File: config.mk
export PLATFORM = sky130hd
export DESIGN_NAME = phase_sequencer
export DESIGN_NICKNAME = d
export VERILOG_FILES = /design/src/rtl/phase_seq_pkg.sv /design/src/rtl/phase_counter.sv /design/src/rtl/phase_sequencer.sv
export SDC_FILE = /design/constraint.sdc
export NUM_CORES = 1
export LEC_CHECK = 0
export BUFFER_PORTS_ARGS = -buffer_cell sky130_fd_sc_hd__buf_2
export CORE_UTILIZATION = 53
export DETAILED_ROUTE_END_ITERATION = 6
export PLACE_DENSITY = 0.84
export RECOVER_POWER = 50
export SETUP_SLACK_MARGIN = 0.05
export SLEW_MARGIN = 25
export SYNTH_ARGS = -nofsm -noshare
export SYNTH_HDL_FRONTEND = slang
export SYNTH_SLANG_ARGS = --single-unit
File: constraint.sdc
create_clock -name clk -period 5.37 [get_ports clk]
set_input_delay 1.074 -clock clk [delete_from_list [all_inputs] [get_ports clk]]
set_output_delay 1.074 -clock clk [all_outputs]
set_load 0.1 [all_outputs]
File: src/rtl/phase_seq_pkg.sv
// rtl/phase_seq_pkg.sv - shared phase codes, state type and default dwell lengths
package phase_seq_pkg;

    localparam logic [1:0] PH_IDLE = 2'b00;
    localparam logic [1:0] PH_1    = 2'b01;
    localparam logic [1:0] PH_2    = 2'b10;

    localparam int DEF_LEN1_C = 4;
    localparam int DEF_LEN2_C = 15;

    // State encoding doubles as the exported phase code.
    typedef enum logic [1:0] {
        ST_IDLE = PH_IDLE,
        ST_PH1  = PH_1,
        ST_PH2  = PH_2
    } state_t;

endpackage

File: src/rtl/phase_counter.sv
// rtl/phase_counter.sv - shared in-phase up-counter with terminal-count compare
module phase_counter #(
    parameter int CNT_W = 4
) (
    input  logic             clk,
    input  logic             rst,
    input  logic             clr,
    input  logic [CNT_W-1:0] len,
    output logic [CNT_W-1:0] count,
    output logic             last
);

    logic [CNT_W-1:0] count_q;

    // Count every cycle; clear on phase entry or while idle.
    always_ff @(posedge clk or posedge rst) begin
        if (rst) begin
            count_q <= '0;
        end else if (clr) begin
            count_q <= '0;
        end else begin
            count_q <= count_q + CNT_W'(1);
        end
    end

    assign count = count_q;
    // len is never 0, so len-1 cannot underflow and the count never wraps.
    assign last  = (count_q == (len - CNT_W'(1)));

endmodule

File: src/rtl/phase_sequencer.sv
// rtl/phase_sequencer.sv - two-phase dwell sequencer with abort, repeat and status pulses
module phase_sequencer
    import phase_seq_pkg::*;
#(
    parameter int CNT_W    = 4,
    parameter int DEF_LEN1 = DEF_LEN1_C,
    parameter int DEF_LEN2 = DEF_LEN2_C
) (
    input  logic             clk,
    input  logic             rst,
    input  logic             x,
    input  logic             abort,
    input  logic             repeat_en,
    input  logic [CNT_W-1:0] len1,
    input  logic [CNT_W-1:0] len2,
    output logic [1:0]       z,
    output logic [CNT_W-1:0] counter,
    output logic             busy,
    output logic             done,
    output logic             aborted
);

    localparam logic [CNT_W-1:0] DEF1 = CNT_W'(DEF_LEN1);
    localparam logic [CNT_W-1:0] DEF2 = CNT_W'(DEF_LEN2);

    state_t           state_q, state_d;
    logic [CNT_W-1:0] l1_q, l1_d;
    logic [CNT_W-1:0] l2_q, l2_d;
    logic             done_q, done_d;
    logic             aborted_q, aborted_d;

    logic [CNT_W-1:0] len1_eff, len2_eff;
    logic [CNT_W-1:0] cnt_len;
    logic [CNT_W-1:0] cnt;
    logic             cnt_last;
    logic             cnt_clr;

    assign len1_eff = (len1 == '0) ? DEF1 : len1;
    assign len2_eff = (len2 == '0) ? DEF2 : len2;

    // One counter serves both phases; compare against the active phase length.
    assign cnt_len = (state_q == ST_PH2) ? l2_q : l1_q;
    assign cnt_clr = (state_d != state_q) || (state_q == ST_IDLE);

    phase_counter #(.CNT_W(CNT_W)) u_cnt (
        .clk   (clk),
        .rst   (rst),
        .clr   (cnt_clr),
        .len   (cnt_len),
        .count (cnt),
        .last  (cnt_last)
    );

    // State, latched lengths and status pulses.
    always_ff @(posedge clk or posedge rst) begin
        if (rst) begin
            state_q   <= ST_IDLE;
            l1_q      <= DEF1;
            l2_q      <= DEF2;
            done_q    <= 1'b0;
            aborted_q <= 1'b0;
        end else begin
            state_q   <= state_d;
            l1_q      <= l1_d;
            l2_q      <= l2_d;
            done_q    <= done_d;
            aborted_q <= aborted_d;
        end
    end

    // Next-state: abort beats phase end, repeat and start; lengths latch on start and on repeat.
    always_comb begin
        state_d   = state_q;
        l1_d      = l1_q;
        l2_d      = l2_q;
        done_d    = 1'b0;
        aborted_d = 1'b0;
        case (state_q)
            ST_IDLE: begin
                if (x && !abort) begin
                    state_d = ST_PH1;
                    l1_d    = len1_eff;
                    l2_d    = len2_eff;
                end
            end
            ST_PH1: begin
                if (abort) begin
                    state_d   = ST_IDLE;
                    aborted_d = 1'b1;
                end else if (cnt_last) begin
                    state_d = ST_PH2;
                end
            end
            ST_PH2: begin
                if (abort) begin
                    state_d   = ST_IDLE;
                    aborted_d = 1'b1;
                end else if (cnt_last) begin
                    done_d = 1'b1;
                    if (repeat_en) begin
                        state_d = ST_PH1;
                        l1_d    = len1_eff;
                        l2_d    = len2_eff;
                    end else begin
                        state_d = ST_IDLE;
                    end
                end
            end
            default: state_d = ST_IDLE;
        endcase
    end

    assign z       = state_q;
    assign counter = cnt;
    assign busy    = (state_q != ST_IDLE);
    assign done    = done_q;
    assign aborted = aborted_q;

endmodule

Word level (Yosys, flattened, before mapping)
Index checks and enable logic that the tools add are counted.
Widths: inputs -> output; s select.
{"block": "totals", "reg_bits": 16, "input_bits": 13, "output_inout_bits": 9, "elab_cells": 52}
{"block": "classes", "n_addsub": 2, "n_eq_ne": 8, "mux": 26, "reduce_logical": 10}
{"operator": "$mux 4", "n": 12}
{"operator": "$pmux 4 s2", "n": 2}
{"operator": "$mux 2", "n": 5}
{"operator": "$logic_not 4->1", "n": 2}
{"operator": "$mux 1", "n": 6}
{"operator": "$ne 2x2->1 const B", "n": 3}
{"operator": "$pmux 2 s3", "n": 1}
{"operator": "$reduce_and 5->1", "n": 1}
{"operator": "$add 4x1->4 const B", "n": 1}
{"operator": "$eq 4x4->1", "n": 1}
{"operator": "$reduce_bool 2->1", "n": 2}
{"operator": "$sub 4x1->4 const B", "n": 1}
{"operator": "$eq 2x1->1 const B", "n": 1}
{"operator": "$eq 2x2->1 const B", "n": 1}
{"operator": "$logic_not 2->1", "n": 1}
{"operator": "$ne 2x1->1 const B", "n": 1}
{"operator": "$ne 2x2->1", "n": 1}
{"operator": "$reduce_or 2->1", "n": 1}
{"operator": "$logic_and 1x1->1", "n": 1}
{"operator": "$logic_not 1->1", "n": 1}
{"operator": "$logic_or 1x1->1", "n": 1}

Depth between registers and ports, before layout
{"block": "logic_depth", "ltp_word": 10, "ltp_mapped": 12, "depth_no_buf": 11}

Cells and area by module
From an unflattened synthesis, not the netlist that was laid out.
{"block": "unflattened", "hier_cells": 104, "area_unflattened_um2": 1027.2}
{"module": "phase_sequencer", "instances": 1, "cells_each": 80, "area_each_um2": 775.7}
{"module": "phase_counter", "instances": 1, "cells_each": 24, "area_each_um2": 251.5}

Worst setup path before layout
OpenSTA, ideal clock, no wires.
{"block": "synth_timing", "path_kind": "register -> register", "from": "register state_q[0] (netlist: z[0])", "to": "register l1_q[0]", "setup_ns": 0.125, "t_arrival_ns": 3.294, "setup_slack_ns": 1.951, "path_stages_with_launch": 13, "path_buffers": 1, "synth_period_minus_slack_ns": 3.419, "path_cell_list": "dfrtp_1 > inv_1 > ha_1 > buf_6 > mux2i_2 > ha_1 > xnor2_1 > xnor2_1 > and2_1 > o31ai_2 > o22ai_1 > o211ai_2 > mux2_2"}
{"block": "synth_between", "elab_chain_len": 6, "elab_cells_between_ends": 12, "cone_classes": "add/sub: 1; eq/ne: 6; mux: 2; reduce/logical: 3"}
{"item": "start, declared", "line_no": "phase_sequencer.sv:26", "source": "state_t state_q, state_d;"}
{"item": "start signal, assigned", "line_no": "phase_sequencer.sv:63", "source": "state_q <= state_d;"}
{"item": "$eq 2x2->1", "line_no": "phase_sequencer.sv:42, phase_sequencer.sv:78"}
{"item": "$mux 4", "line_no": "phase_sequencer.sv:42", "source": "assign cnt_len = (state_q == ST_PH2) ? l2_q : l1_q;"}
{"item": "$sub 4x1->4", "line_no": "phase_counter.sv:28", "source": "assign last = (count_q == (len - CNT_W'(1)));"}
{"item": "$eq 4x4->1", "line_no": "phase_counter.sv:28"}
{"item": "$ne 2x2->1 (no line)"}
{"item": "$reduce_and 5->1 (no line)"}
{"item": "end signal, assigned", "line_no": "phase_sequencer.sv:64", "source": "l1_q <= l1_d;"}
{"item": "end, declared", "line_no": "phase_sequencer.sv:27", "source": "logic [CNT_W-1:0] l1_q, l1_d;"}
Parallel ways exist; a longest one is shown, timed or not.
A chain may end at the register's enable or synchronous reset.

Worst setup path in the final report
{"block": "layout_timing", "from": "register state_q[0] (netlist: z[0])", "to": "register l1_q[1]"}
The elaborated chain is that of the path after synthesis.

==> impl_metrics.json <==
{
  "crit_type": "flip-flop to flip-flop",
  "drive_gt1_share_pct": 30.1,
  "synth_largest_area_cell": "dfrtp_1",
  "clk_pin_slew_ns": 0.10,
  "routedWlPerCell_um": 13.5,
  "syn_area_per_cell_um2": 10.4,
  "dp_cells": 144,
  "internal-power_mw": 0.405,
  "chipWidth_um": 46.1,
  "clockPowerShare_pct": 9.9,
  "slowest_stage": "dfrtp_1",
  "drt-vias-per-instance": 5.45,
  "fmax_mhz": 323,
  "ys_ff_latch": 16,
  "cts_resized": 0,
  "r2r-start": "z[0]",
  "nNetsFinal": 143,
  "cp.required_ns": 5.56,
  "p_total_mw": 0.844,
  "combPwrFrac_pct": 63.6,
  "setup_viol": 0,
  "slowest_delay_ns": 0.44,
  "worstSetupStartpointType": "flip-flop",
  "layout.area.seq_um2": 407,
  "drt_iter0_markers": 26,
  "endpoint": "l1_q[1]",
  "cts_max_path_buffers": 2,
  "tightestPinTransition_ns": 1.17,
  "place_congestion": 0.804,
  "clock_skew_ns": 0.00873,
  "finalCritPeriodShare_pct": 57.7,
  "gr-total-overflow": 0,
  "switching_share_pct": 52.1,
  "critPathCaptureType": "flip-flop",
  "portBuffers": 21,
  "yosysMostFrequentCell": "dfrtp_1",
  "final_cells": 148,
  "synth_top_cell_area_share_pct": 26.7,
  "outcome": "completed",
  "cp_cell_sequence": "inv_1, ha_1, mux2i_2, ha_1, xor2_1, and2_1, o31ai_2, o22ai_1, o211ai_2, mux2_2",
  "timing.rr.end": "l1_q[1]",
  "grt_setup_unrepaired": "false",
  "grt_antenna_before_repair": 0,
  "post-route-min-period_ns": 3.10,
  "core_mm2": 0.00178,
  "final.fill_count": 140,
  "path_max_fanout": 9,
  "die_h_um": 46.1,
  "syn-num-nets": 118,
  "postLayoutCoreUtil_pct": 66.7,
  "track_usage_pct": 21.9,
  "antenna_cells": 0,
  "async_flop_share_pct": 100,
  "firstDrtPassIters": 4,
  "synth_flop_cell": "dfrtp_1",
  "drc": 0,
  "grt_first_pass_wirelength_um": 3140,
  "cts_sinks": 16,
  "yosysUniqueCellTypes": 31,
  "switchingPower_mw": 0.439,
  "hold_class": "flip-flop to flip-flop",
  "finalMaxSlewViolations": 0,
  "design.die.area_mm2": 0.00213,
  "synth-edff-count": 0,
  "maxCapViolations": 0,
  "arrival_ns": 3.29,
  "critical_path.startpoint": "z[0]",
  "clk_latency_ns": 0.31,
  "powerDensity_mw_per_mm2": 710,
  "syn-cell-area_mm2": 0.00103,
  "cts_tree": "yes",
  "wl_um": 1990,
  "slew_headroom_pct": 22.6,
  "ys_seq_area_share_pct": 39.4,
  "vdd.ir_drop.worst_mv": 0.537,
  "row_count": 15,
  "num_vias": 807,
  "syn2layout_area_growth_pct": 15.3,
  "grt_pass1_vias": 733,
  "tns_ns": 0,
  "synth_top_cells_by_count": "dfrtp_1, inv_1, mux2i_1, nor2_1, nor3_1",
  "yosysWarningCount": 0,
  "reg2reg_slack_ns": 2.27,
  "antenna_left": 0,
  "cts_htree_levels": 1,
  "synthTopCellsByArea": "dfrtp_1, dfstp_2, mux2i_1, ha_1, xnor2_1",
  "finalHoldViolations": 0,
  "grt_max_degree": 17,
  "root_buffer": "clkbuf_4",
  "netlist_instances": 99,
  "post_cts_buffers": 0,
  "cts_hold_buf": 0,
  "seqPwrFrac_pct": 26.5,
  "reg2reg_depth": 10,
  "cp_common_cell": "ha_1",
  "ios": 22,
  "start_util_pct": 57.8,
  "numCtsBuffers": 3,
  "multi_input_area_um2": 576,
  "hpwl_um": 1520,
  "cellLeakagePower_nw": 0.562
}
layout by cell type, fill, tap and decap left out, types with 3 or more instances in the layout:
cell / count
clkbuf_1: 3
clkbuf_4: 3
xnor2_1: 5
mux2_2: 3
mux2i_1: 8
nor2_1: 8
buf_2: 18
dfrtp_1: 11
ha_1: 6
nor4_1: 3
nor2b_1: 4
a21oi_1: 4
inv_1: 10
dfstp_2: 5
nor3_1: 7
nand2_1: 4
metal layers:
| layer | vias up | part of all wire (%) | track usage (%) |
|---|---|---|---|
| li1 | 390 | - | - |
| met1 | 398 | 48 | 28.5 |
| met2 | 14 | 47 | 32.7 |
| met3 | 5 | 3.0 | 5.88 |
| met4 | 0 | 2.2 | 12.4 |
| met5 | - | 0 | 0 |
cell type report:
type / count / area share, %
inverter: 10 / 3.16
clock buffer: 4 / 3.05
multi-input combinational: 72 / 48.4
sequential: 16 / 34.2
timing repair buffer: 21 / 8.53
tap: 25 / 2.63
power groups by stage:
stage	combinational [mW]	sequential, mW	clock [mW]
floorplan	0.339	0.333	0
global placement	0.521	0.225	0
detailed placement	0.531	0.226	0
CTS	0.539	0.224	0.0850
global route	0.573	0.231	0.0906
finish	0.537	0.224	0.0833
metrics by stage:
step                setup WS, ns  area (um2)  hold WS (ns)
global placement            2.43        1160         0.460
finish                      2.27        1190         0.482
CTS                         2.29        1190         0.486
detailed placement          2.33        1160         0.472
floorplan                   1.95        1030         0.448
global route                2.09        1190         0.503
sequential cells by signal, summed over array words and instances (netlist names):
name / count
aborted: 1
done: 1
l1_q: 4
l2_q: 4
u_cnt.count: 4
z: 2
worst min-delay path by stage:
stage	slack [ns]	end	depth (start not counted)	startpoint
finish	0.48	l2_q[0]	2	l2_q[0]
global route	0.50	l2_q[1]	2	l2_q[1]
CTS	0.49	l2_q[0]	2	l2_q[0]
detailed placement	0.47	l2_q[0]	2	l2_q[0]
global placement	0.46	l2_q[3]	2	l2_q[3]
floorplan	0.45	l2_q[3]	2	l2_q[3]
cell families after synthesis:
kind of cell / Yosys count / share of synthesized area, %
AOI/OAI and AO/OA: 12 / 10.7
xor gates and xnor gates: 7 / 5.95
adders and majority gates: 6 / 7.28
buffers and inverters: 11 / 4.73
DFF: 16 / 39.4
muxes: 12 / 12.4
and+or+nand+nor: 35 / 19.5
critical path, delay by kind of cell (launching register included):
kind,cells,cell delay [ns]
and+or+nand+nor,1,0.18
DFF,1,0.44
AOI/OAI and AO/OA,3,0.59
muxes,2,0.68
adders and majority gates,2,0.72
xor gates and xnor gates,1,0.22
buffers and inverters,1,0.16
No activity file was read; power rests on OpenSTA's default activity.
